### src/rtl/pc_gen.sv
// Program-counter generator: boot sequencing, prioritised redirects with a
// one-entry pending latch for stalls, and a circular return-address stack.
module pc_gen #(
  parameter int unsigned      XLEN      = 32,
  parameter logic [XLEN-1:0]  RESET_VEC = 32'h8000_0000,
  parameter bit               C_EXT     = 1'b0,
  parameter int unsigned      RAS_DEPTH = 4
) (
  input  logic            clk,
  input  logic            rst,
  input  logic            fetch_ready,
  output logic            fetch_valid,
  output logic [XLEN-1:0] fetch_pc,
  input  logic            step_2,
  input  logic            exc_redirect,
  input  logic [XLEN-1:0] exc_target,
  input  logic            br_redirect,
  input  logic [XLEN-1:0] br_target,
  input  logic            ras_push,
  input  logic [XLEN-1:0] ras_push_addr,
  input  logic            ras_pop,
  output logic            pending
);

  localparam int unsigned PW = $clog2(RAS_DEPTH);
  localparam int unsigned CW = PW + 1;

  typedef enum logic {BOOT, RUN} state_t;

  state_t            state;
  logic              pend_is_exc;
  logic [XLEN-1:0]   pend_target;
  logic [XLEN-1:0]   ras_mem [RAS_DEPTH];
  logic [PW-1:0]     ras_ptr;
  logic [CW-1:0]     ras_cnt;

  logic              advance;
  logic              no_redir;
  logic              do_push;
  logic              do_pop;
  logic              ras_clear;
  logic              ras_we;
  logic [PW-1:0]     ras_waddr;
  logic [XLEN-1:0]   seq_pc;
  logic [XLEN-1:0]   next_pc;

  // NOTE: every signal assigned here gets a default first so no latch is inferred.
  always_comb begin
    advance   = (state == RUN) && fetch_ready;
    no_redir  = advance && !exc_redirect && !pending && !br_redirect;
    do_pop    = no_redir && ras_pop && (ras_cnt != '0);
    do_push   = no_redir && ras_push;
    // A consumed pending exception counts as an exception redirect.
    ras_clear = advance && (exc_redirect || (pending && pend_is_exc));
    seq_pc    = fetch_pc + ((C_EXT && step_2) ? XLEN'(2) : XLEN'(4));
    ras_we    = do_push;
    ras_waddr = do_pop ? ras_ptr : ras_ptr + PW'(1);

    next_pc = seq_pc;
    if (exc_redirect)      next_pc = exc_target;
    else if (pending)      next_pc = pend_target;
    else if (br_redirect)  next_pc = br_target;
    else if (do_pop)       next_pc = ras_mem[ras_ptr];
  end

  // NOTE: sequential state uses non-blocking assignments only, so every
  // register samples the pre-edge values of its neighbours.
  always_ff @(posedge clk) begin
    if (rst) begin
      state       <= BOOT;
      fetch_valid <= 1'b0;
      fetch_pc    <= RESET_VEC;
      pending     <= 1'b0;
      pend_is_exc <= 1'b0;
      pend_target <= '0;
      ras_ptr     <= '0;
      ras_cnt     <= '0;
    end else begin
      if (state == BOOT) begin
        state       <= RUN;
        fetch_valid <= 1'b1;
      end

      if (advance) begin
        fetch_pc <= next_pc;
        pending  <= 1'b0;
      end else if (exc_redirect) begin
        pending     <= 1'b1;
        pend_is_exc <= 1'b1;
        pend_target <= exc_target;
      end else if (br_redirect && !(pending && pend_is_exc)) begin
        pending     <= 1'b1;
        pend_is_exc <= 1'b0;
        pend_target <= br_target;
      end

      if (ras_clear) begin
        ras_cnt <= '0;
      end else if (do_push && do_pop) begin
        // Replace-top: pointer and count are unchanged.
      end else if (do_pop) begin
        ras_ptr <= ras_ptr - PW'(1);
        ras_cnt <= ras_cnt - CW'(1);
      end else if (do_push) begin
        ras_ptr <= ras_ptr + PW'(1);
        if (ras_cnt != CW'(RAS_DEPTH)) ras_cnt <= ras_cnt + CW'(1);
      end
    end
  end

  // NOTE: the stack storage is deliberately not reset; entries are only
  // readable when ras_cnt is non-zero.
  always_ff @(posedge clk) begin
    if (ras_we) ras_mem[ras_waddr] <= ras_push_addr;
  end

endmodule

### config.mk
export PLATFORM = sky130hd
export DESIGN_NAME = pc_gen
export DESIGN_NICKNAME = d
export VERILOG_FILES = /design/src/rtl/pc_gen.sv
export SDC_FILE = /design/constraint.sdc
export NUM_CORES = 1
export LEC_CHECK = 0
export CORE_MARGIN = 2
export CORE_UTILIZATION = 34
export DETAILED_ROUTE_END_ITERATION = 10
export PLACE_DENSITY = 0.57
export SLEW_MARGIN = 15
export SYNTH_ARGS = -nofsm -noshare
export SYNTH_HDL_FRONTEND = slang
export SYNTH_SLANG_ARGS = --single-unit
### constraint.sdc
create_clock -name clk -period 8.1 [get_ports clk]
set_input_delay 1.62 -clock clk [delete_from_list [all_inputs] [get_ports clk]]
set_output_delay 1.62 -clock clk [all_outputs]
set_load 0.05 [all_outputs]
[Word-level counts from Yosys, hierarchy flattened]
Memories as Yosys holds them, arrays and structs flattened. A register that Yosys moved wholly into a read port is not among the register bits.
Cells that the tools add are included.
Storage, ports and cells
  output and inout port bits: 34
  memories kept: 1
  bits in registers: 73
  input port bits: 104
  logic and storage cells: 64
  bits in writable memories: 128
  latch bits: 0
  bits in read-only memories: 0
Memory list
  ras_mem: words 4, width 32, read ports 1, clocked after Yosys merged registers in 1, write ports 1, line 33  | logic [XLEN-1:0] ras_mem [RAS_DEPTH];
Operators by class
  bitwise logic cells: 3
  mux-type cells: 21
  equality and inequality tests: 1
  reduce and logical (&&, ||, !) cells: 25
  shifts and indexed selects: 0
  add/subtract/negate cells: 5
  order comparisons: 0
  multipliers: 0
  div/mod/pow operators: 0
Operators by type and width (count)
  32-bit 2-to-1 mux: 6
  32-bit by 3-bit adder with 32-bit output, second input constant: 1
  1-bit logical AND: 11
  2-bit 2-to-1 mux: 5
  3-bit 2-to-1 mux: 3
  1-bit 2-to-1 mux: 7
  3-bit AND reduction: 2
  2-bit nonzero test: 3
  1-bit zero test: 4
  2-bit OR reduction: 2
  3-bit by 1-bit adder with 3-bit output, second input constant: 1
  3-bit != test, second input constant: 1
  1-bit NOT: 3
  3-bit nonzero test: 1
  3-bit by 1-bit subtractor with 3-bit output, second input constant: 1
  2-bit by 1-bit adder with 2-bit output, second input constant: 1
  2-bit AND reduction: 1
  2-bit by 1-bit subtractor with 2-bit output, second input constant: 1
  1-bit logical OR: 1

[Logic depth before layout (Yosys ltp)]
  word-level depth: 11
  gate-level depth with buffers: 13
  gate-level depth less buffers: 10

[Least setup slack after synthesis]
OpenSTA, ideal clock, no wires.
  path kind: input to register
  from: input port br_redirect
  to: memory ras_mem[3][0], enable pin
  required time: 7.639 ns
  stages: 8
  library setup time: 0.461 ns
  buffers on the path: 3
  path slack: 2.084 ns
  arrival time: 5.555 ns
  path through: clkbuf_1 or2_2 nor3_2 clkinv_1 buf_2 buf_1 ha_1 nor3_1
Between the ends
  cells in the longest elaborated chain, start to end: 5
  elaborated cells on any way between the ends: 8
  classes of those cells: mux (3); reduce/logical (5)
RTL lines
  start: declaration: line 17  | input logic br_redirect,
  1-bit zero test (*): line 50  | no_redir = advance && !exc_redirect && !pending && !br_redirect;
  1-bit logical AND (*): line 50
  1-bit logical AND, on equally long branches: line 52, 51
  1-bit 2-to-1 mux / 1-bit logical AND (equally long branches): line 114, 51
  1-bit 2-to-1 mux (implied by the code) / 2-bit 2-to-1 mux (equally long branches): line 114, 57
  end: declaration: line 33
Mark *: on every way between the ends. The rest lies on a longest branch, timed or not.

[Worst setup path after layout]
  from: input port br_redirect
  to: register ras_cnt[2]
Between the ends
  cells in the longest elaborated chain, start to end: 7
  elaborated cells on any way between the ends: 11
  classes of those cells: mux (1); bitwise (1); reduce/logical (9)
RTL lines
  1-bit zero test (*): line 50
  1-bit logical AND (*): line 50
  1-bit logical AND (2 in series): line 51  | do_pop = no_redir && ras_pop && (ras_cnt != '0);
  1-bit logical AND: line 99  | end else if (do_push && do_pop) begin
  1-bit NOT (no line)
  3-bit AND reduction (no line)
  end signal: assignment: line 103  | ras_cnt <= ras_cnt - CW'(1);
  end signal: assignment: line 106  | if (ras_cnt != CW'(RAS_DEPTH)) ras_cnt <= ras_cnt + CW'(1);
  end: declaration: line 35  | logic [CW-1:0] ras_cnt;
Marks and branches as above.
A chain may end at the register's enable or synchronous reset.

==> impl_metrics.tcl <==
set metrics [dict create \
    areaGrowthSynthToFinish_pct 27.1 \
    post_cts_buffers 0 \
    hold_class "flop to flop" \
    cpPeakStageDelay_ns 0.40 \
    io_pins 138 \
    status "finished, final reports clean" \
    track_usage 0.190 \
    ys_warn_count 0 \
    routedWlPerCell_microns 21.3 \
    setup_ws_ns 4.08 \
    yosysTopAreaCell "edfxtp_1" \
    cts_tree "yes" \
    synth_nets 920 \
    critPathCapture "ras_cnt[2]" \
    row_count 61 \
    clk_pin_slew_ns 0.06 \
    slew_violations 0 \
    power.internal_uw 1990 \
    r2r-start "ras_cnt[0]" \
    wirelength_microns 28100 \
    gp_congestion 0.858 \
    hold_violations 0 \
    reg2reg_to "ras_cnt[2]" \
    final_common_cell "clkdlybuf4s50_1" \
    fmax_mhz 249 \
    synth_area_per_cell_sq_um 11.7 \
    first_global_vias 7016 \
    register_area_sq_um 5350 \
    grt_pass1_wl_microns 42300 \
    whs_path_depth 2 \
    syn_area_sq_um 9490 \
    seqPwrFrac 0.446 \
    clkSinkCount 203 \
    cp_slowest_cell "clkdlybuf4s50_1" \
    antenna_cells 0 \
    p_per_area_nw_per_um2 215 \
    ant_nets 0 \
    worstSetupPathType "input port to flop" \
    tightest_slew_ns 0.884 \
    ys.flop_type "edfxtp_1" \
    ir_worst_vdd_uv 127 \
    cp_cell_sequence "clkdlybuf4s50_1 > buf_4 > or2_2 > nor3_2 > clkinv_1 > buf_4 > xnor2_1 > ha_1 > nor4bb_1 > a31oi_1 > a211oi_1 > xnor2_1 > nor2_1" \
    period_needed_ns 4.02 \
    drcViolationCount 0 \
    numCtsBuffers 23 \
    clockPowerShare 0.448 \
    synthCells 812 \
    seq_area_frac_synth 0.563 \
    sw_frac_of_total 0.233 \
    start_util 0.344 \
    yosysUniqueCellTypes 61 \
    worst_clock_skew_ns 0.0156 \
    dp_slack_ns 3.58 \
    relSlewSlack 0.411 \
    leakage_uw 0.00394 \
    synth_edf_count 128 \
    reg2reg_slack_ns 5.17 \
    dpl.hpwl_microns 18900 \
    placed_area_sq_um 11200 \
    clockBufferDepth 3 \
    grt_start_max_net_pins 69 \
    fin_area_sq_um 12100 \
    core_sq_um 27600 \
    htree_num_levels 1 \
    dr.first_iter.drc_count 781 \
    die_area_sq_um 29300 \
    vias 7272 \
    die_w_microns 171 \
    arrival_ns 4.40 \
    drt_pass1_iterations 5 \
    final_nets 1036 \
    startpoint_type "input port" \
    synthArstFlopShare 0 \
    cts-resized-gates 0 \
    reg2regPathDepth 11 \
    fill_cells 2567 \
    antenna_found_initial 1 \
    rsz0062_at_grt "false" \
    finalCritPeriodShare 0.496 \
    combPwrFrac 0.106 \
    holdWs_ns 0.455 \
    multi_input_area_sq_um 3880 \
    cts-root-buf "clkbuf_16" \
    ys_ff_latch 203 \
    drive_gt1_frac 0.112 \
    startpoint "br_redirect" \
    p_sw_uw 604 \
    gr-total-overflow 0 \
    viasPerCell 5.50 \
    synth_top_cell_area_share 0.405 \
    synth_area_leaders "edfxtp_1 (40%), dfxtp_1 (16%), mux4_2 (7.6%)" \
    die_h_microns 171 \
    final_cell_mix "clkdlybuf4s50_1 (134), edfxtp_1 (128), nor2_1 (85), dfxtp_1 (74), nand2_1 (51)" \
    setup_violations 0 \
    worstPathRequired_ns 8.49 \
    clk_latency_ns 0.52 \
    numPortBuffers 136 \
    cp-end-kind "flop" \
    hold_buffers 0 \
    finalSetupTns_ns 0 \
    max_cap_violations 0 \
    worst-path-max-fanout 36 \
    fin_total_pwr_uw 2600 \
]
synth_stat cells, types with 8 or more instances:
cell type	instances
a211oi_1	32
a21oi_1	39
a221oi_1	17
a311oi_1	11
and3_1	9
clkbuf_1	45
dfxtp_1	75
edfxtp_1	128
inv_1	11
mux2i_1	27
mux4_2	32
nand2_1	51
nand3_1	15
nor2_1	88
nor3_1	23
nor4_1	18
o211ai_1	9
o21ai_0	29
o221ai_1	8
o22ai_1	16
o31a_1	10
or3_1	8
xnor2_1	12
xor2_1	9
power by group through the flow:
stage               clock [uW]  combinational [uW]  sequential [uW]
floorplan                    0                 115             1210
global placement             0                 270             1180
detailed placement           0                 272             1180
CTS                       1190                 273             1160
global route              1230                 295             1160
finish                    1160                 274             1160
cell type report:
class / count / area share
sequential: 203 / 0.443
clock buffer: 31 / 0.0535
multi-input combinational: 535 / 0.321
clock inverter: 11 / 0.0173
inverter: 14 / 0.00435
timing repair buffer: 151 / 0.121
tap: 378 / 0.0392
how the worst min path moves through the flow:
stage	startpoint	end	slack, ns
after detailed placement	fetch_valid	fetch_valid	0.45
after floorplan	state	fetch_valid	0.45
after global placement	fetch_valid	fetch_valid	0.44
after global routing	fetch_valid	fetch_valid	0.50
after CTS	fetch_valid	fetch_valid	0.46
final	fetch_valid	fetch_valid	0.45
cell families after synthesis:
group           count (synthesis)  synth area share
compound gates                207             0.154
mux                            60             0.106
simple gates                  243             0.122
fa+ha+maj                       4           0.00527
buf+inv                        74            0.0308
flops                         203             0.563
xor+xnor                       21            0.0194
metrics by stage:
stage                      util  instances
after CTS                 0.437       1323
after global routing      0.437       1323
after global placement    0.406       1281
after detailed placement  0.406       1281
final                     0.437       1323
after floorplan               -        812
critical path, delay by kind of cell:
kind,cells,cell delay [ns]
AOI/OAI and AO/OA,2,0.36
xor gates and xnor gates,2,0.35
adders and majority gates,1,0.22
buffers and inverters,4,0.98
and+or+nand+nor,4,0.85
sequential cells by signal (all words and copies together), names as in the netlist, named ones only:
name and count:
ras_cnt 3, pending 1, pend_target 32, fetch_valid 1, fetch_pc 32, state 1
pend_is_exc 1, ras_ptr 2, ras_mem 128
metal layers:
layer	global-route usage	vias to the layer above	part of all wire
met4	0.0545	2	0.022
met5	0	-	0.00057
met1	0.276	3513	0.46
li1	-	3424	-
met3	0.0539	37	0.087
met2	0.275	296	0.43
Power figures use the tool's default switching activity.
